===== src/rtl/data_mem_arb_pkg.sv =====
// Shared encodings for the data memory arbiter: FSM states and requester port indices.
package data_mem_arb_pkg;

  typedef enum logic [1:0] {
    IDLE   = 2'd0,
    ACCESS = 2'd1,
    RESP   = 2'd2
  } state_t;

  localparam logic PORT_C = 1'b0;
  localparam logic PORT_U = 1'b1;

endpackage


===== src/rtl/rr_pick2.sv =====
// Two-way round-robin picker: a lone request wins outright, a tie goes to the port not granted last.
module rr_pick2
  import data_mem_arb_pkg::*;
(
  input  logic [1:0] req,
  input  logic       last,
  output logic       winner
);

  always_comb begin
    winner = PORT_C;
    case (req)
      2'b01:   winner = PORT_C;
      2'b10:   winner = PORT_U;
      2'b11:   winner = ~last;
      default: winner = PORT_C;
    endcase
  end

endmodule


===== src/rtl/data_mem_arbiter.sv =====
// Arbitrates the core and UART sender ports onto a single-cycle data memory.
//
// state  | meaning
// IDLE   | waiting for a request; latches the winner's access on entry to ACCESS
// ACCESS | memory strobe driven from the latched access
// RESP   | winner's done pulses, read data forwarded, last-granted updated
module data_mem_arbiter
  import data_mem_arb_pkg::*;
#(
  parameter int ADDR_W = 32,
  parameter int DATA_W = 32
) (
  input  logic              i_clk,
  input  logic              i_rst,
  input  logic              i_c_req,
  input  logic              i_c_we,
  input  logic [ADDR_W-1:0] i_c_addr,
  input  logic [DATA_W-1:0] i_c_wdata,
  output logic              o_c_stall,
  output logic              o_c_done,
  output logic [DATA_W-1:0] o_c_rdata,
  input  logic              i_u_req,
  input  logic              i_u_we,
  input  logic [ADDR_W-1:0] i_u_addr,
  input  logic [DATA_W-1:0] i_u_wdata,
  output logic              o_u_done,
  output logic [DATA_W-1:0] o_u_rdata,
  output logic [ADDR_W-1:0] o_mem_addr,
  output logic [DATA_W-1:0] o_mem_wdata,
  output logic              o_mem_we,
  output logic              o_mem_re,
  input  logic [DATA_W-1:0] i_mem_rdata
);

  state_t state;
  logic   last;
  logic   sel;
  logic   sel_we;
  logic   winner;

  logic              win_we;
  logic [ADDR_W-1:0] win_addr;
  logic [DATA_W-1:0] win_wdata;

  rr_pick2 u_pick (
    .req    ({i_u_req, i_c_req}),
    .last   (last),
    .winner (winner)
  );

  always_comb begin
    win_we    = i_c_we;
    win_addr  = i_c_addr;
    win_wdata = i_c_wdata;
    if (winner == PORT_U) begin
      win_we    = i_u_we;
      win_addr  = i_u_addr;
      win_wdata = i_u_wdata;
    end
  end

  // The memory address/data registers double as the latched copy of the winner's access.
  always_ff @(posedge i_clk) begin
    if (i_rst) begin
      state       <= IDLE;
      last        <= PORT_U;
      sel         <= PORT_C;
      sel_we      <= 1'b0;
      o_mem_addr  <= '0;
      o_mem_wdata <= '0;
      o_mem_we    <= 1'b0;
      o_mem_re    <= 1'b0;
      o_c_done    <= 1'b0;
      o_u_done    <= 1'b0;
    end else begin
      case (state)
        IDLE: begin
          if (i_c_req || i_u_req) begin
            sel         <= winner;
            sel_we      <= win_we;
            o_mem_addr  <= win_addr;
            o_mem_wdata <= win_wdata;
            o_mem_we    <= win_we;
            o_mem_re    <= ~win_we;
            state       <= ACCESS;
          end
        end
        ACCESS: begin
          o_mem_addr  <= '0;
          o_mem_wdata <= '0;
          o_mem_we    <= 1'b0;
          o_mem_re    <= 1'b0;
          o_c_done    <= (sel == PORT_C);
          o_u_done    <= (sel == PORT_U);
          state       <= RESP;
        end
        RESP: begin
          o_c_done <= 1'b0;
          o_u_done <= 1'b0;
          last     <= sel;
          state    <= IDLE;
        end
        default: state <= IDLE;
      endcase
    end
  end

  // Memory read data arrives the cycle after the strobe, which is the done cycle.
  assign o_c_rdata = (o_c_done && !sel_we) ? i_mem_rdata : '0;
  assign o_u_rdata = (o_u_done && !sel_we) ? i_mem_rdata : '0;
  assign o_c_stall = i_c_req & ~o_c_done;

endmodule

===== config.mk =====
export PLATFORM = sky130hd
export DESIGN_NAME = data_mem_arbiter
export DESIGN_NICKNAME = d
export VERILOG_FILES = /design/src/rtl/data_mem_arb_pkg.sv /design/src/rtl/rr_pick2.sv /design/src/rtl/data_mem_arbiter.sv
export SDC_FILE = /design/constraint.sdc
export NUM_CORES = 1
export LEC_CHECK = 0
export BUFFER_PORTS_ARGS = -buffer_cell sky130_fd_sc_hd__clkbuf_2
export CAP_MARGIN = 5
export CORE_AREA = 2 2 117 119
export CTS_CLUSTER_SIZE = 8
export DETAILED_ROUTE_END_ITERATION = 6
export DIE_AREA = 0 0 119 121
export SYNTH_ARGS = -nofsm -noshare
export SYNTH_HDL_FRONTEND = slang
export SYNTH_HIERARCHICAL = 1
export SYNTH_SLANG_ARGS = --single-unit

===== constraint.sdc =====
create_clock -name i_clk -period 1.66 [get_ports i_clk]
set_input_delay 0.332 -clock i_clk [delete_from_list [all_inputs] [get_ports i_clk]]
set_output_delay 0.332 -clock i_clk [all_outputs]
set_load 0.005 [all_outputs]

# Word-level counts from Yosys, hierarchy flattened
# Cells that the tools add are included.
# W data, S select, Z words.
[totals] latch_bits=0 wordCells=47 mem_bits_ro=0 ff_bits=73 memories=0 mem_bits_rw=0 in_bits=166 output_inout_bits=133
[classes] shifts=0 n_reduce_logical=9 div_mod_pow=0 eq_ne=5 order_cmp=0 mux=18 add_sub_neg=0 n_mul=0 n_bitwise=5
[ops] cell="$mux W32" count=6
[ops] cell="$pmux W32 S2" count=2
[ops] cell="$pmux W1 S2" count=5
[ops] cell="$eq A2 B2 Y1 const B" count=3
[ops] cell="$not A1 Y1" count=4
[ops] cell="$pmux W2 S2" count=1
[ops] cell="$reduce_and A2 Y1" count=2
[ops] cell="$reduce_bool A2 Y1" count=2
[ops] cell="$mux W1" count=3
[ops] cell="$eq A2 B1 Y1 const B" count=1
[ops] cell="$logic_and A1 B1 Y1" count=2
[ops] cell="$logic_not A2 Y1" count=1
[ops] cell="$mux W2" count=1
[ops] cell="$ne A2 B2 Y1 const B" count=1
[ops] cell="$and A1 B1 Y1" count=1
[ops] cell="$logic_not A1 Y1" count=1
[ops] cell="$logic_or A1 B1 Y1" count=1

# Depth between registers and ports, before layout
[logic_depth] ltp_word=6 mapped_depth=7 ltp_nobuf=5

# By module
# Netlist, hierarchy kept.
[by_module_without_submodules] module="data_mem_arbiter" n_inst=1 seq_area_each_um2=1461.4 cells_each=330 area_each_um2=3552.2
[by_module_without_submodules] module="rr_pick2" n_inst=1 seq_area_each_um2=0.0 cells_each=1 area_each_um2=11.3

# Worst setup path after synthesis
# No wires, ideal clock.
[synth_timing] path_type="reg-to-reg" start="register state[0]" end="register o_mem_wdata[10]" setup_ns=0.068 stages_incl_launch_ff=8 synth_period_minus_slack_ns=1.645 required_time_ns=1.592 path_slack_ns=0.015 t_arrival_ns=1.577 path_buffers=2 path_cell_list="dfxtp_1 > inv_1 > ha_1 > or3b_4 > a21oi_2 > buf_4 > buf_6 > o2bb2ai_2"
[synth_via] elab_chain_cells=3 word_cells_on_any_way=6 classes_between="eq/ne (2); mux (1); reduce/logical (3)"
[synth_lines] element="from (decl)" line_no="data_mem_arbiter.sv:35" rtl="state_t state;"
[synth_lines] element="from (signal assigned)" line_no="data_mem_arbiter.sv:65" rtl="state <= IDLE;"
[synth_lines] element="from (signal assigned)" line_no="data_mem_arbiter.sv:85" rtl="state <= ACCESS;"
[synth_lines] element="from (signal assigned)" line_no="data_mem_arbiter.sv:95" rtl="state <= RESP;"
[synth_lines] element="$eq A2 B1 Y1 or $logic_not A2 Y1 (tied branches)" line_no="data_mem_arbiter.sv:76" rtl="case (state)"
[synth_lines] element="$reduce_bool A2 Y1 (no source line) or $ne A2 B2 Y1 (tied branches)"
[synth_lines] element="$reduce_and A2 Y1 (no source line)"
[synth_lines] element="to (signal assigned)" line_no="data_mem_arbiter.sv:82" rtl="o_mem_wdata <= win_wdata;"
[synth_lines] element="to (decl)" line_no="data_mem_arbiter.sv:29" rtl="output logic [DATA_W-1:0] o_mem_wdata,"
# Several ways; a longest one is shown, not always the timed one.
# A chain may end at the register's enable or synchronous reset.

# Final worst setup path
[layout_timing] start="register state[1]" end="register o_mem_addr[12]"
[layout_via] elab_chain_cells=3 word_cells_on_any_way=6 classes_between="eq/ne (2); mux (1); reduce/logical (3)"
[layout_lines] element="$eq A2 B1 Y1 or $logic_not A2 Y1 (tied branches)" line_no="data_mem_arbiter.sv:76"
[layout_lines] element="$reduce_bool A2 Y1 (no source line) or $ne A2 B2 Y1 (tied branches)"
[layout_lines] element="$reduce_and A2 Y1 (no source line)"
[layout_lines] element="to (signal assigned)" line_no="data_mem_arbiter.sv:81" rtl="o_mem_addr <= win_addr;"
[layout_lines] element="to (decl)" line_no="data_mem_arbiter.sv:28" rtl="output logic [ADDR_W-1:0] o_mem_addr,"
# Several ways; a longest one is shown, not always the timed one.

==> out/results.tsv <==
metric	value	unit
num_rows	42	
grt_overflow_total	0	
multiInputGateArea	2250	µm²
synth_cells	331	
synth-seq-cells	73	
leakage	3.12	nW
r2r_cells	7	
cp_data_required_time	1.91	ns
maxCapViolCount	0	
grt_max_degree	36	
cp_cell_sequence	inv_4, ha_4, or3b_4, a21oi_4, buf_12, clkbuf_16, o2bb2ai_2	
r2r_setup_slack	-0.005	ns
drt_iter0_drc	92	
core_area	13100	µm²
crit_fanout	9	
cpMaxStageDelayCell	or3b_4	
vdd_drop_max	0.424	mV
hold_end	o_mem_wdata[10]	
start_kind	register	
place_ws	-0.0393	ns
initial_utilization	27.2	%
place.gp.congestion	0.729	
slew-limit-headroom	74.9	%
insertion_delay	0.33	ns
num_vias	3715	
clkSinkCount	73	
io_buffers	298	
netlist_area	3560	µm²
dr.pass1.iters	4	
synthMostInstantiatedCell	dfxtp_1	
die-area	14400	µm²
seq_area	1470	µm²
violations	negative setup slack	
p_seq_share	36.4	%
outcome	finished, violations left	
syn_nets	502	
p_per_area	903	nW/µm²
period_minus_slack	1.66	ns
stdcell_count	819	
ctsHoldBuffers	0	
synthTopCellsByArea	dfxtp_1 41%, mux2i_1 19%, o2bb2ai_1 14%	
yosys_warnings	6	
wl	12500	µm
hold_start	i_c_wdata[10]	
ios	299	
grt_use_total	15.9	%
hold_path_class	in -> reg	
htree_num_levels	3	
drc_errors	0	
drv_slew	0	
fp.dieH	121	µm
switching_share	28.7	%
synth_cell_type_count	25	
grt_pass1_wl	18300	µm
critPathCaptureType	register	
first_global_vias	3722	
clock_tree.buffer_depth	2	
synthToLayoutAreaGrowth	78.9	%
worstReg2RegStart	state[1]	
syn_area_per_cell	10.8	µm²
p_sw	1.65	mW
synth_top_cell_by_area	dfxtp_1	
reg2reg_to	o_mem_addr[12]	
setup_ws	-0.00473	ns
synthArstFlopShare	0	%
cts_tree	built	
power.internal	4.11	mW
wl_per_cell	15.3	µm
tightest_slew	0.367	ns
rsz0062_at_grt	true	
arrival	1.92	ns
finalSetupViolations	1	
fin_worst_skew	0.00791	ns
fin_util	48.7	%
p_clk_share	35.1	%
die_x	119	µm
min_path_cells	3	
place_inst	789	
synthTopCellsByCount	73 x dfxtp_1, 69 x mux2i_1, 64 x and2_1	
ant_nets	0	
min_period_over_period	100	%
post_route_cells_drive_above_1_share	66.3	%
synth_edf_count	0	
place_hpwl	8770	µm
max_freq	601	MHz
power	5.76	mW
hold_violations	0	
antenna_found_initial	0	
numCtsBuffers	9	
cpPeakStageDelay	0.39	ns
synth_top_cell_area_share	41.0	%
fin_tns_setup	-0.00473	ns
seq_area_frac_synth	41.0	%
cts.clk_slew.worst_paths	0.06	ns
nets	809	
power_frac_comb	28.5	%
root_buffer	clkbuf_16	
via_per_inst	4.54	
path_class	reg -> reg	
fillers	1191	
ys.flop_type	dfxtp_1	
antenna_cells	0	
cell families (layout without fill, tap and decap cells):
family	count (synthesis)	count (layout)	share of synthesized area (%)
and+or+nand+nor	80	80	13.8
DFF	73	73	41.0
buffers and inverters	32	344	4.85
adders and majority gates	5	5	1.76
muxes	69	69	19.4
AOI/OAI and AO/OA	72	72	19.2
layout make-up:
class / instances / share of cell area, %
Clock buffer: 11 / 3.96
Multi-Input combinational cell: 226 / 35.3
Tap cell: 176 / 3.45
Clock inverter: 5 / 0.962
Inverter: 3 / 0.216
Sequential cell: 73 / 23.1
Timing Repair Buffer: 325 / 33.0
power by group through the flow:
stage                     Combinational, mW  Clock (mW)  Sequential (mW)
after global placement                 1.28           0             2.11
after CTS                              1.43        2.08             2.07
after detailed placement               1.31           0             2.10
final                                  1.64        2.02             2.10
after global routing                   1.77        2.16             2.12
after floorplan                       0.634           0             2.11
critical path, delay by kind of cell (launching register included):
family | cells | cell delay [ns]
DFF | 1 | 0.33
AOI/OAI and AO/OA | 2 | 0.28
adders and majority gates | 1 | 0.13
and+or+nand+nor | 1 | 0.39
buffers and inverters | 3 | 0.45
worst max-delay path by stage:
| stage | start | endpoint | slack (ns) | cells after the start |
|---|---|---|---|---|
| floorplan | state[0] | o_mem_wdata[10] | 0.02 | 7 |
| global placement | state[1] | o_mem_addr[9] | 0.02 | 6 |
| detailed placement | state[1] | o_mem_wdata[30] | -0.04 | 6 |
| CTS | o_u_done | o_u_rdata[18] | -0.006 | 4 |
| global route | state[1] | o_mem_addr[12] | -0.05 | 7 |
| finish | state[1] | o_mem_addr[12] | -0.005 | 7 |
layer usage:
| metal | part of all wire [%] | GRT usage (%) | up-vias |
|---|---|---|---|
| li1 | - | - | 1820 |
| met1 | 37 | 17.0 | 1694 |
| met2 | 54 | 29.7 | 183 |
| met3 | 6.8 | 4.28 | 18 |
| met4 | 2.0 | 6.32 | 0 |
| met5 | 0 | 0 | - |
metrics by stage:
stage | instance area (µm²) | hold slack, ns
3_5_place_dp | 5300 | 0.445
5_1_grt | 6370 | 0.266
3_3_place_gp | 5300 | 0.444
2_1_floorplan | 3560 | 0.450
4_1_cts | 5780 | 0.255
6_report | 6370 | 0.272
cells in the final DEF, fill, tap and decap left out, types with 7 or more instances in the layout:
cell type  netlist  routed
o2bb2ai_2       10      43
mux2i_1         69      69
dfxtp_1         73      68
clkbuf_2         0     271
buf_6            4      31
clkbuf_16        0      14
o2bb2ai_1       56      23
and2_4           0      27
buf_4            1       7
and2_1          64      37
state kept, by name (all words and copies together), names as in the netlist:
signal,cells
state,2
sel,1
o_mem_re,1
last,1
sel_we,1
o_mem_we,1
o_mem_addr,32
o_mem_wdata,32
o_c_done,1
o_u_done,1
what timing repair did:
action / 4_1_cts / 5_1_grt
buffers inserted: 2 / 1
cloned: 6 / 5
pin swaps: 1 / 21
gates resized for setup: 22 / 105
setup endpoints to repair: 130 / 123
No activity file was read; power rests on OpenSTA's default activity.
